==> src/rtl/operand_bank_pkg.sv <==
// operand_bank_pkg: shared state type and counter-width helper for the operand bank
package operand_bank_pkg;
  typedef enum logic {FILL, FULL} state_e;
  localparam int DEPTH_DEF = 3;
  localparam int TIMEOUT_DEF = 100000;
  function automatic int cnt_w(input int n);
    return (n < 1) ? 1 : $clog2(n + 1);
  endfunction
endpackage

==> src/rtl/operand_slot.sv <==
// operand_slot: one load-enabled slot register with async reset and sync clear
module operand_slot #(
  parameter int WIDTH = 8
) (
  input  logic             clk,
  input  logic             reset,
  input  logic             clear,
  input  logic             load,
  input  logic [WIDTH-1:0] d,
  output logic [WIDTH-1:0] q
);
  // clear wins over load so a word arriving with clear is dropped
  always_ff @(posedge clk or posedge reset)
    if (reset) q <= '0;
    else if (clear) q <= '0;
    else if (load) q <= d;
endmodule

==> src/rtl/operand_bank.sv <==
// operand_bank: collects DEPTH words from a valid/ready stream into a held frame; optional idle timeout via OPERAND_BANK_TIMEOUT_EN
module operand_bank
  import operand_bank_pkg::*;
#(
  parameter int WIDTH          = 8,
  parameter int DEPTH          = DEPTH_DEF,
  parameter int TIMEOUT_CYCLES = TIMEOUT_DEF
) (
  input  logic                       clk,
  input  logic                       reset,
  input  logic                       clear,
  input  logic                       in_valid,
  input  logic [WIDTH-1:0]           in_data,
  output logic                       in_ready,
  input  logic                       consume,
  output logic [DEPTH*WIDTH-1:0]     slots,
  output logic [$clog2(DEPTH+1)-1:0] fill_count,
  output logic                       frame_valid,
  output logic                       frame_pulse,
  output logic                       timeout_err
);
  localparam int FW = cnt_w(DEPTH);
  state_e state_q, state_d;
  logic [FW-1:0] fill_q, fill_d;
  logic pulse_q, accept, last, abort;
  assign in_ready = state_q == FILL;
  assign accept = in_valid && in_ready && !clear;
  assign last = accept && fill_q == FW'(DEPTH - 1);
  assign fill_count = fill_q;
  assign frame_valid = state_q == FULL;
  assign frame_pulse = pulse_q;
`ifdef OPERAND_BANK_TIMEOUT_EN
  localparam int TW = cnt_w(TIMEOUT_CYCLES);
  logic [TW-1:0] idle_q, idle_d;
  logic err_q;
  assign abort = in_ready && !clear && !accept && fill_q != '0 && idle_q == TW'(TIMEOUT_CYCLES);
  assign timeout_err = err_q;
  // idle counter only runs while a partial frame is waiting
  always_comb
    idle_d = (clear || accept || abort || !in_ready || fill_q == '0) ? '0 : idle_q + 1'b1;
  // idle counter and abort strobe
  always_ff @(posedge clk or posedge reset)
    if (reset) begin
      idle_q <= '0;
      err_q  <= 1'b0;
    end else begin
      idle_q <= idle_d;
      err_q  <= abort;
    end
`else
  assign abort = 1'b0;
  assign timeout_err = 1'b0;
`endif
  // next state and fill level; clear overrides everything
  always_comb begin
    state_d = clear ? FILL : in_ready ? (last ? FULL : FILL) : (consume ? FILL : FULL);
    fill_d = clear ? '0 : !in_ready ? (consume ? '0 : fill_q) : accept ? fill_q + 1'b1 : abort ? '0 : fill_q;
  end
  // FILL/FULL state, fill level and frame strobe
  always_ff @(posedge clk or posedge reset)
    if (reset) begin
      state_q <= FILL;
      fill_q  <= '0;
      pulse_q <= 1'b0;
    end else begin
      state_q <= state_d;
      fill_q  <= fill_d;
      pulse_q <= last;
    end
  for (genvar i = 0; i < DEPTH; i++) begin : g_slot
    operand_slot #(.WIDTH(WIDTH)) u_slot (
      .clk  (clk),
      .reset(reset),
      .clear(clear),
      .load (accept && fill_q == FW'(i)),
      .d    (in_data),
      .q    (slots[i*WIDTH +: WIDTH])
    );
  end
endmodule

==> config.mk <==
export PLATFORM = sky130hd
export DESIGN_NAME = operand_bank
export DESIGN_NICKNAME = d
export VERILOG_FILES = /design/src/rtl/operand_bank_pkg.sv /design/src/rtl/operand_slot.sv /design/src/rtl/operand_bank.sv
export SDC_FILE = /design/constraint.sdc
export NUM_CORES = 1
export LEC_CHECK = 0
export CAP_MARGIN = 10
export CORE_UTILIZATION = 45
export CTS_CLUSTER_SIZE = 24
export DETAILED_ROUTE_END_ITERATION = 8
export GPL_TIMING_DRIVEN = 0
export PLACE_DENSITY_LB_ADDON = 0.1
export SKIP_LAST_GASP = 1
export SYNTH_ARGS = -nofsm -noshare
export SYNTH_HDL_FRONTEND = slang
export SYNTH_SLANG_ARGS = --single-unit
==> constraint.sdc <==
create_clock -name clk -period 1.62 [get_ports clk]
set_input_delay 0.162 -clock clk [delete_from_list [all_inputs] [get_ports clk]]
set_output_delay 0.162 -clock clk [all_outputs]
set_load 0.005 [all_outputs]
Word level (Yosys, flattened, before mapping). Cells that the tools add are included.

Flip-flop bits (word level): 28. Bits of input ports: 13. Output and inout bits: 30. Word-level logic and storage cells: 37.

Add/sub/neg operators: 1. Equality and inequality tests: 3. Muxes and demuxes: 14. Bitwise logic cells: 1. Reductions and logical operators: 12.

Operators by type and width (number): two-way mux 8 bit (6); two-way mux 2 bit (4); nonzero test 2 bit (3); logical AND 1 bit (5); two-way mux 1 bit (4); != test 3 bit, second input constant (1); nonzero test 3 bit (1); adder 2 x 1 -> 2 bit, second input constant (1); == test 2 x 1 -> 1 bit, second input constant (1); == test 2 bit, second input constant (1); logical NOT 2 bit (1); AND reduction 2 bit (1); logical NOT 1 bit (1); NOT 1 bit (1).

Logic depth before layout (Yosys ltp). Gate-level depths: netlist of run 1.

Depth after elaboration: 7. Gate-level depth with buffers: 6. Depth with buffers taken out: 5.

By module. From an unflattened synthesis of run 1, not the netlist that was laid out.

Cells, all modules: 105. Area total of the unflattened synthesis: 1246.2 sq um.

By module, submodules not included: operand_slot (times used 3, cells an instance 27, area an instance 329.1 sq um, seq. area each 200.2 sq um); operand_bank (times used 1, cells an instance 24, area an instance 259.0 sq um, seq. area each 100.1 sq um).

Worst setup path before layout of run 1. Ideal clock, no wire load.

Path kind: reg-to-reg. From: register fill_q[0], in the netlist fill_count[0]. To: register g_slot[2].u_slot.q[0]. Library setup time: 126 ps. Arrival time: 1108 ps. Required time: 1494 ps. Setup slack: 385 ps. Stages on the path, launching flop included: 7. Path buffers: 1. Period minus slack after synthesis: 1235 ps. Path through: dfrtp_1 -> inv_1 -> ha_1 -> and3b_1 -> buf_6 -> nand2_1 -> a21oi_2.

Longest elaborated chain between the ends: 3.

Ends and longest elaborated chain: from (decl) (RTL line operand_bank.sv:24) `logic [FW-1:0] fill_q, fill_d;`; from (signal assigned) (RTL line operand_bank.sv:67) `fill_q <= fill_d;`; == test 2 bit (RTL line operand_bank.sv:75) `.load (accept && fill_q == FW'(i)),`; logical AND 1 bit (RTL line operand_bank.sv:75); nonzero test 2 bit (no line); to (signal assigned) (RTL line operand_slot.sv:14) `if (reset) q <= '0;`; to (signal assigned) (RTL line operand_slot.sv:15) `else if (clear) q <= '0;`; to (signal assigned) (RTL line operand_slot.sv:16) `else if (load) q <= d;`; to (decl) (RTL line operand_slot.sv:10) `output logic [WIDTH-1:0] q`.

No other way between the ends. A chain may end at the register's enable or synchronous reset.

Worst setup path after layout of run 1.
From: register fill_q[1], in the netlist fill_count[1]. To: output port fill_count[1].

RTL lines: to (decl) (RTL line operand_bank.sv:17) `output logic [$clog2(DEPTH+1)-1:0] fill_count,`.

No word-level cell between the ends.

==> results of run 1 <==
[through the flow]
step	cell area, sq um	setup slack [ns]
4_1_cts	1812	0.05044
3_3_place_gp	1775	0.1853
3_5_place_dp	1775	0.1762
5_1_grt	1814	0.1362
6_report	1814	0.1804
2_1_floorplan	1346	0.3852
[state kept, by name, indices dropped and copies added, names as in the netlist]
name	flops
frame_valid	1
frame_pulse	1
fill_count	2
g_slot.u_slot.q	24
[power by group]
group	internal (mW)	switching [mW]	leakage, nW
combinational	0.133	0.130	0.353
clock	0.137	0.204	0.0210
sequential	0.730	0.0196	0.384
[how the worst max path moves through the flow]
stage / slack [ns] / start / end
floorplan: 0.39 / fill_count[0] / g_slot[2].u_slot.q[0]
global placement: 0.19 / reset / fill_count[0]
detailed placement: 0.18 / reset / fill_count[1]
CTS: 0.05 / frame_valid / in_ready
global route: 0.14 / fill_count[1] / fill_count[1]
finish: 0.18 / fill_count[1] / fill_count[1]
[kinds of logic (layout without fill, tap and decap cells)]
| logic type | after synthesis | after routing | synth area share, % |
|---|---|---|---|
| AOI/OAI and AO/OA | 26 | 26 | 16.54 |
| adders and majority gates | 3 | 3 | 2.788 |
| buffers and inverters | 13 | 56 | 7.062 |
| DFF | 28 | 28 | 52.04 |
| muxes | 1 | 1 | 0.7435 |
| other | 1 | 1 | 0.2785 |
| and+or+nand+nor | 61 | 61 | 20.54 |
[cells in the final DEF, fill, tap and decap left out, types with 4 or more instances in the layout]
| master | netlist | final |
|---|---|---|
| clkdlybuf4s50_1 | 0 | 38 |
| nor2_1 | 4 | 4 |
| buf_4 | 4 | 4 |
| dfrtp_1 | 28 | 28 |
| nand2_1 | 48 | 48 |
| a21oi_2 | 24 | 24 |
| buf_6 | 4 | 4 |
| inv_1 | 4 | 4 |
[timing repair]
item,in CTS,in global routing
resized for setup,0,1
endpoints found under the setup margin,0,1
hold endpoints to repair,0,0
[synthesized netlist by cell type]
| cell | number | area [sq um] |
|---|---|---|
| a21oi_1 | 1 | 5.000 |
| a21oi_2 | 24 | 210.2 |
| a22oi_1 | 1 | 7.510 |
| and2b_1 | 1 | 7.510 |
| and3b_1 | 3 | 26.28 |
| buf_2 | 1 | 5.000 |
| buf_4 | 4 | 30.03 |
| buf_6 | 4 | 45.04 |
| conb_1 | 1 | 3.750 |
| dfrtp_1 | 28 | 700.7 |
| ha_1 | 3 | 37.54 |
| inv_1 | 4 | 15.01 |
| mux2i_1 | 1 | 10.01 |
| nand2_1 | 48 | 180.2 |
| nand3b_1 | 2 | 15.01 |
| nand3b_4 | 1 | 20.02 |
| nor2_1 | 4 | 15.01 |
| nor3_1 | 1 | 5.000 |
| or2b_1 | 1 | 7.510 |
[per-layer routing]
metal  track usage (%)  routed length (microns)  vias up
li1                  -                        -      508
met4             4.286                       22        0
met2             34.35                     1393       24
met1             27.30                     1456      506
met5                 0                        0        -
met3             3.226                      101        2
[area by class of cell]
cell class / instances / share of cell area, %
buffer: 9 / 4.414
multi-input combinational: 92 / 30.34
sequential: 28 / 38.62
timing repair buffer: 39 / 21.66
clock buffer: 4 / 2.000
tap: 31 / 2.138
inverter: 4 / 0.8276
==> reports/results.ini, run 1 <==
[grt]
grt_pass1_wl_microns = 4961
grt_pass1_vias = 1041
globalRoute.totalOverflow = 0
track_usage_pct = 20.28
grt_max_degree = 29
antenna_found_initial = 0

[power]
powerDensity_nw_per_um2 = 746.1
max-vdd-ir-drop_mv = 0.5389
total_power_mw = 1.354
p_leak_nw = 0.7579

[cts]
clkLatencyLatePin_ns = 0.32
cts_root_buf = clkbuf_4
postCtsSetupBuffers = 0
cts.sinks = 28
clockBufferDepth = 2
path_clk_slew_ns = 0.15
cts_hold_buffers = 0
cts_tree = built
cts_max_level = 1
numCtsBuffers = 3

[hold_path]
hold_start = clear
holdPathEnd = g_slot[2].u_slot.q[1]
worstHoldPathCells = 2
hold_path.class = input port to register

[drt]
ant_nets = 0
first_iter_violations = 32
wl_per_cell_microns = 14.37
drc = 8
drt_wl_total_microns = 2974
firstDrtPassIters = 5
num_vias = 1040
routed_via_density = 5.024

[layout]
utilization_pct = 64.67
seqCellArea_sq_um = 700.7
drive_gt1_share_pct = 21.59
insertedDiodeCount = 0
multi_input_area_sq_um = 550.5
fin_nets = 193
instances_no_fill = 207
syn_to_final_growth_pct = 34.76
fillers = 247

[timing]
fin_skew_ns = 0.006055
finalHoldViolations = 0
hold_slack_ns = 0.1564
setup-violations-final = 0
finalCritPeriodShare_pct = 88.86
clock.fmax_mhz = 694.6
setup_tns_ns = 0
report.final.slew_viol_count = 0
maxSlewHeadroom_pct = 29.75
worstMarginPinSlew_ns = 1.053
period_minus_slack_ns = 1.440
rsz0062_at_grt = no

[setup_path]
crit_family = buffers and inverters
rr_endpoint = g_slot[0].u_slot.q[1]
end_kind = output pin
crit_fanout = 4
cp.depth = 1
crit_buf_inv = 1
setup.worst_path.class = register to output pin
critPathArrivalTime_ns = 1.28
cp.required_ns = 1.46
cp_cell_sequence = clkdlybuf4s50_1
max_stage_delay_ns = 0.52
r2r_cells = 5
worstReg2RegStart = fill_count[0]
start_kind = register
critPathSlowestCell = clkdlybuf4s50_1
r2r_slack_ns = 0.23

[die]
die_h_microns = 56.70
dieArea_sq_um = 3214
coreArea_sq_um = 2805
pin_count = 43
rows = 19
dieWidth_microns = 56.70
initial_core_util_pct = 47.99

[placed_design]
hpwlAfterDp_microns = 2171
port_buffers = 39
dpl.cell_count = 203
place_congestion = 0.7366

[yosys]
syn-num-nets = 149
ys_types = 19
syn-cell-area_sq_um = 1346
synth.ff_latch_count = 28
synth_warnings = 0
yosysSeqAreaShare_pct = 52.04
syn_area_per_cell_sq_um = 10.12
synthCells = 133

[run_status]
status = finished with violations
violations = DRC

[run]
drv_cap = 0

(Power assumes the default switching activity.)
==> run 2, diff against run 1 <==
--- a/config.mk
+++ b/config.mk
@@ -5,11 +5,10 @@
 export SDC_FILE = /design/constraint.sdc
 export NUM_CORES = 1
 export LEC_CHECK = 0
-export CAP_MARGIN = 10
+export CAP_MARGIN = 20
 export CORE_UTILIZATION = 45
 export CTS_CLUSTER_SIZE = 24
 export DETAILED_ROUTE_END_ITERATION = 8
-export GPL_TIMING_DRIVEN = 0
 export PLACE_DENSITY_LB_ADDON = 0.1
 export SKIP_LAST_GASP = 1
 export SYNTH_ARGS = -nofsm -noshare
==> run 2 against run 1 <==
The run still ends with DRC left. Largest cell class unchanged. Total power down 4.9%. Utilization is 1.7 points lower. Sequential share of layout area grew 1.1 points. Critical path type unchanged. Clock skew rose by 0.010 ns. Via count down 3.4%. Final cell count is 2.9% lower. Die area did not move. Sequential power barely moved. Combinational power fell by 5%.
==> reports/results.ini, run 2 (same netlist as run 1, synthesis figures left out) <==
[timing]
finalCritPeriodShare_pct = 94.53  ; was 88.86%
rsz0062_at_grt = no  ; unchanged
period_minus_slack_ns = 1.531  ; was 1.440 ns
setup-violations-final = 0  ; unchanged
report.final.slew_viol_count = 0  ; unchanged
finalHoldViolations = 0  ; unchanged
setup_tns_ns = 0  ; unchanged
clock.fmax_mhz = 653.0  ; was 694.6 MHz
fin_skew_ns = 0.01626  ; was 0.006055 ns

[cts]
postCtsSetupBuffers = 0  ; unchanged
cts_hold_buffers = 0  ; unchanged
cts-resized-gates = 0  ; unchanged
cts_max_level = 1  ; unchanged
clockBufferDepth = 2  ; unchanged
path_clk_slew_ns = 0.16  ; was 0.15 ns
clkLatencyLatePin_ns = 0.33  ; was 0.32 ns
numCtsBuffers = 3  ; unchanged
cts.sinks = 28  ; unchanged
cts_root_buf = clkbuf_4  ; unchanged
cts_tree = built  ; unchanged

[layout]
fin_nets = 188  ; was 193
layout_commonest_cell = nand2_1  ; unchanged
fillers = 242  ; was 247
insertedDiodeCount = 0  ; unchanged
final_cell_mix = nand2_1, clkdlybuf4s50_1, dfrtp_1, a21oi_2  ; unchanged
syn_to_final_growth_pct = 31.23  ; was 34.76%
regMostFlops = g_slot.u_slot.q  ; unchanged
drive_gt1_share_pct = 18.24  ; was 21.59%
largest_reg_flops = 24  ; unchanged

[power]
max-vdd-ir-drop_mv = 0.3710  ; was 0.5389 mV
total_power_mw = 1.287  ; was 1.354 mW
powerDensity_nw_per_um2 = 728.7  ; was 746.1 nW/um^2
p_leak_nw = 0.7228  ; was 0.7579 nW

[setup_path]
crit_fanout = 11  ; was 4
critPathArrivalTime_ns = 1.37  ; was 1.28 ns
critPathSlowestCell = dfrtp_2  ; was clkdlybuf4s50_1
r2r_slack_ns = 0.16  ; was 0.23 ns
crit_family = buffers and inverters  ; unchanged
setup.worst_path.class = register to output pin  ; unchanged
start_kind = register  ; unchanged
end_kind = output pin  ; unchanged
rr_endpoint = g_slot[2].u_slot.q[2]  ; was g_slot[0].u_slot.q[1]
crit_buf_inv = 2  ; was 1
r2r_cells = 5  ; unchanged
cp_cell_sequence = inv_1 -> clkdlybuf4s50_1  ; was clkdlybuf4s50_1
worstReg2RegStart = fill_count[0]  ; unchanged
cp.required_ns = 1.46  ; about the same
max_stage_delay_ns = 0.49  ; was 0.52 ns

[drt]
drt_wl_total_microns = 2859  ; was 2974 microns
wl_per_cell_microns = 14.22  ; was 14.37 microns
firstDrtPassIters = 6  ; was 5
first_iter_violations = 21  ; was 32
drc = 8  ; unchanged
num_vias = 1005  ; was 1040
routed_via_density = 5.000  ; was 5.024
ant_nets = 0  ; unchanged

[die]
pin_count = 43  ; unchanged
rows = 19  ; unchanged
dieArea_sq_um = 3214  ; unchanged
dieWidth_microns = 56.70  ; unchanged
die_h_microns = 56.70  ; unchanged
initial_core_util_pct = 47.99  ; unchanged
coreArea_sq_um = 2805  ; unchanged

[placed_design]
port_buffers = 41  ; was 39
hpwlAfterDp_microns = 1994  ; was 2171 microns
place_congestion = 0.7286  ; was 0.7366

[grt]
antenna_found_initial = 0  ; unchanged
grt_pass1_vias = 1022  ; was 1041
grt_max_degree = 29  ; unchanged
globalRoute.totalOverflow = 0  ; unchanged
grt_pass1_wl_microns = 4788  ; was 4961 microns
track_usage_pct = 19.41  ; was 20.28%

[run]
drv_cap = 0  ; unchanged

[hold_path]
hold_path.class = input port to async pin  ; was input port to register

[run_status]
violations = DRC  ; unchanged
status = finished with violations  ; unchanged

run 2: cell type report:
class / count / area [sq um] / share of cell area [%]
Inverter: 4 / 15.01 / 0.8499
Multi-Input combinational cell: 92 / 550.5 / 31.16
Tap cell: 31 / 38.79 / 2.195
Clock buffer: 3 / 22.52 / 1.275
Sequential cell: 28 / 701.9 / 39.73
Timing Repair Buffer: 43 / 437.9 / 24.79
run 2: worst min-delay path: stages:
cell and delay, ns:
clkdlybuf4s50_1 0.40, inv_1 0.05, buf_4 0.33
run 2: metrics by stage:
stage / worst slack, ns / cells / hold WS [ns] / area (sq um) / util, %
floorplan: 0.3852 / 133 / 0.2274 / 1346 / -
global placement: 0.1064 / 198 / 0.5207 / 1743 / 62.13
detailed placement: 0.03977 / 198 / 0.5261 / 1743 / 62.13
CTS: 0.03523 / 201 / 0.1955 / 1765 / 62.93
global route: 0.02100 / 201 / 0.2198 / 1767 / 62.98
finish: 0.08869 / 201 / 0.1800 / 1767 / 62.98
run 2: how the worst max path moves through the flow:
stage,startpoint,end,cells past startpoint
2_1_floorplan,fill_count[0],g_slot[2].u_slot.q[0],6
3_3_place_gp,in_valid,g_slot[2].u_slot.q[4],4
3_5_place_dp,in_valid,g_slot[2].u_slot.q[2],4
4_1_cts,frame_valid,in_ready,2
5_1_grt,frame_valid,in_ready,2
6_report,frame_valid,in_ready,2
run 2: where the power goes:
group	internal [mW]	switching, mW
sequential	0.730	0.0205
combinational	0.126	0.125
clock	0.0870	0.200
total	0.942	0.345
run 2: per-layer routing:
metal / track usage [%] / vias up / share of wire, %
met2: 31.97 / 24 / 46
met4: 5.357 / 0 / 0.45
met3: 2.304 / 2 / 4.0
met5: 0 / - / 0
li1: - / 500 / -
met1: 26.99 / 479 / 49
==> run 3, diff against run 2 <==
--- a/config.mk
+++ b/config.mk
@@ -14,3 +14,4 @@
 export SYNTH_ARGS = -nofsm -noshare
 export SYNTH_HDL_FRONTEND = slang
 export SYNTH_SLANG_ARGS = --single-unit
+export TNS_END_PERCENT = 5
==> results of run 3 <==
The final DEF is identical to that of run 2; final timing and power are the same.
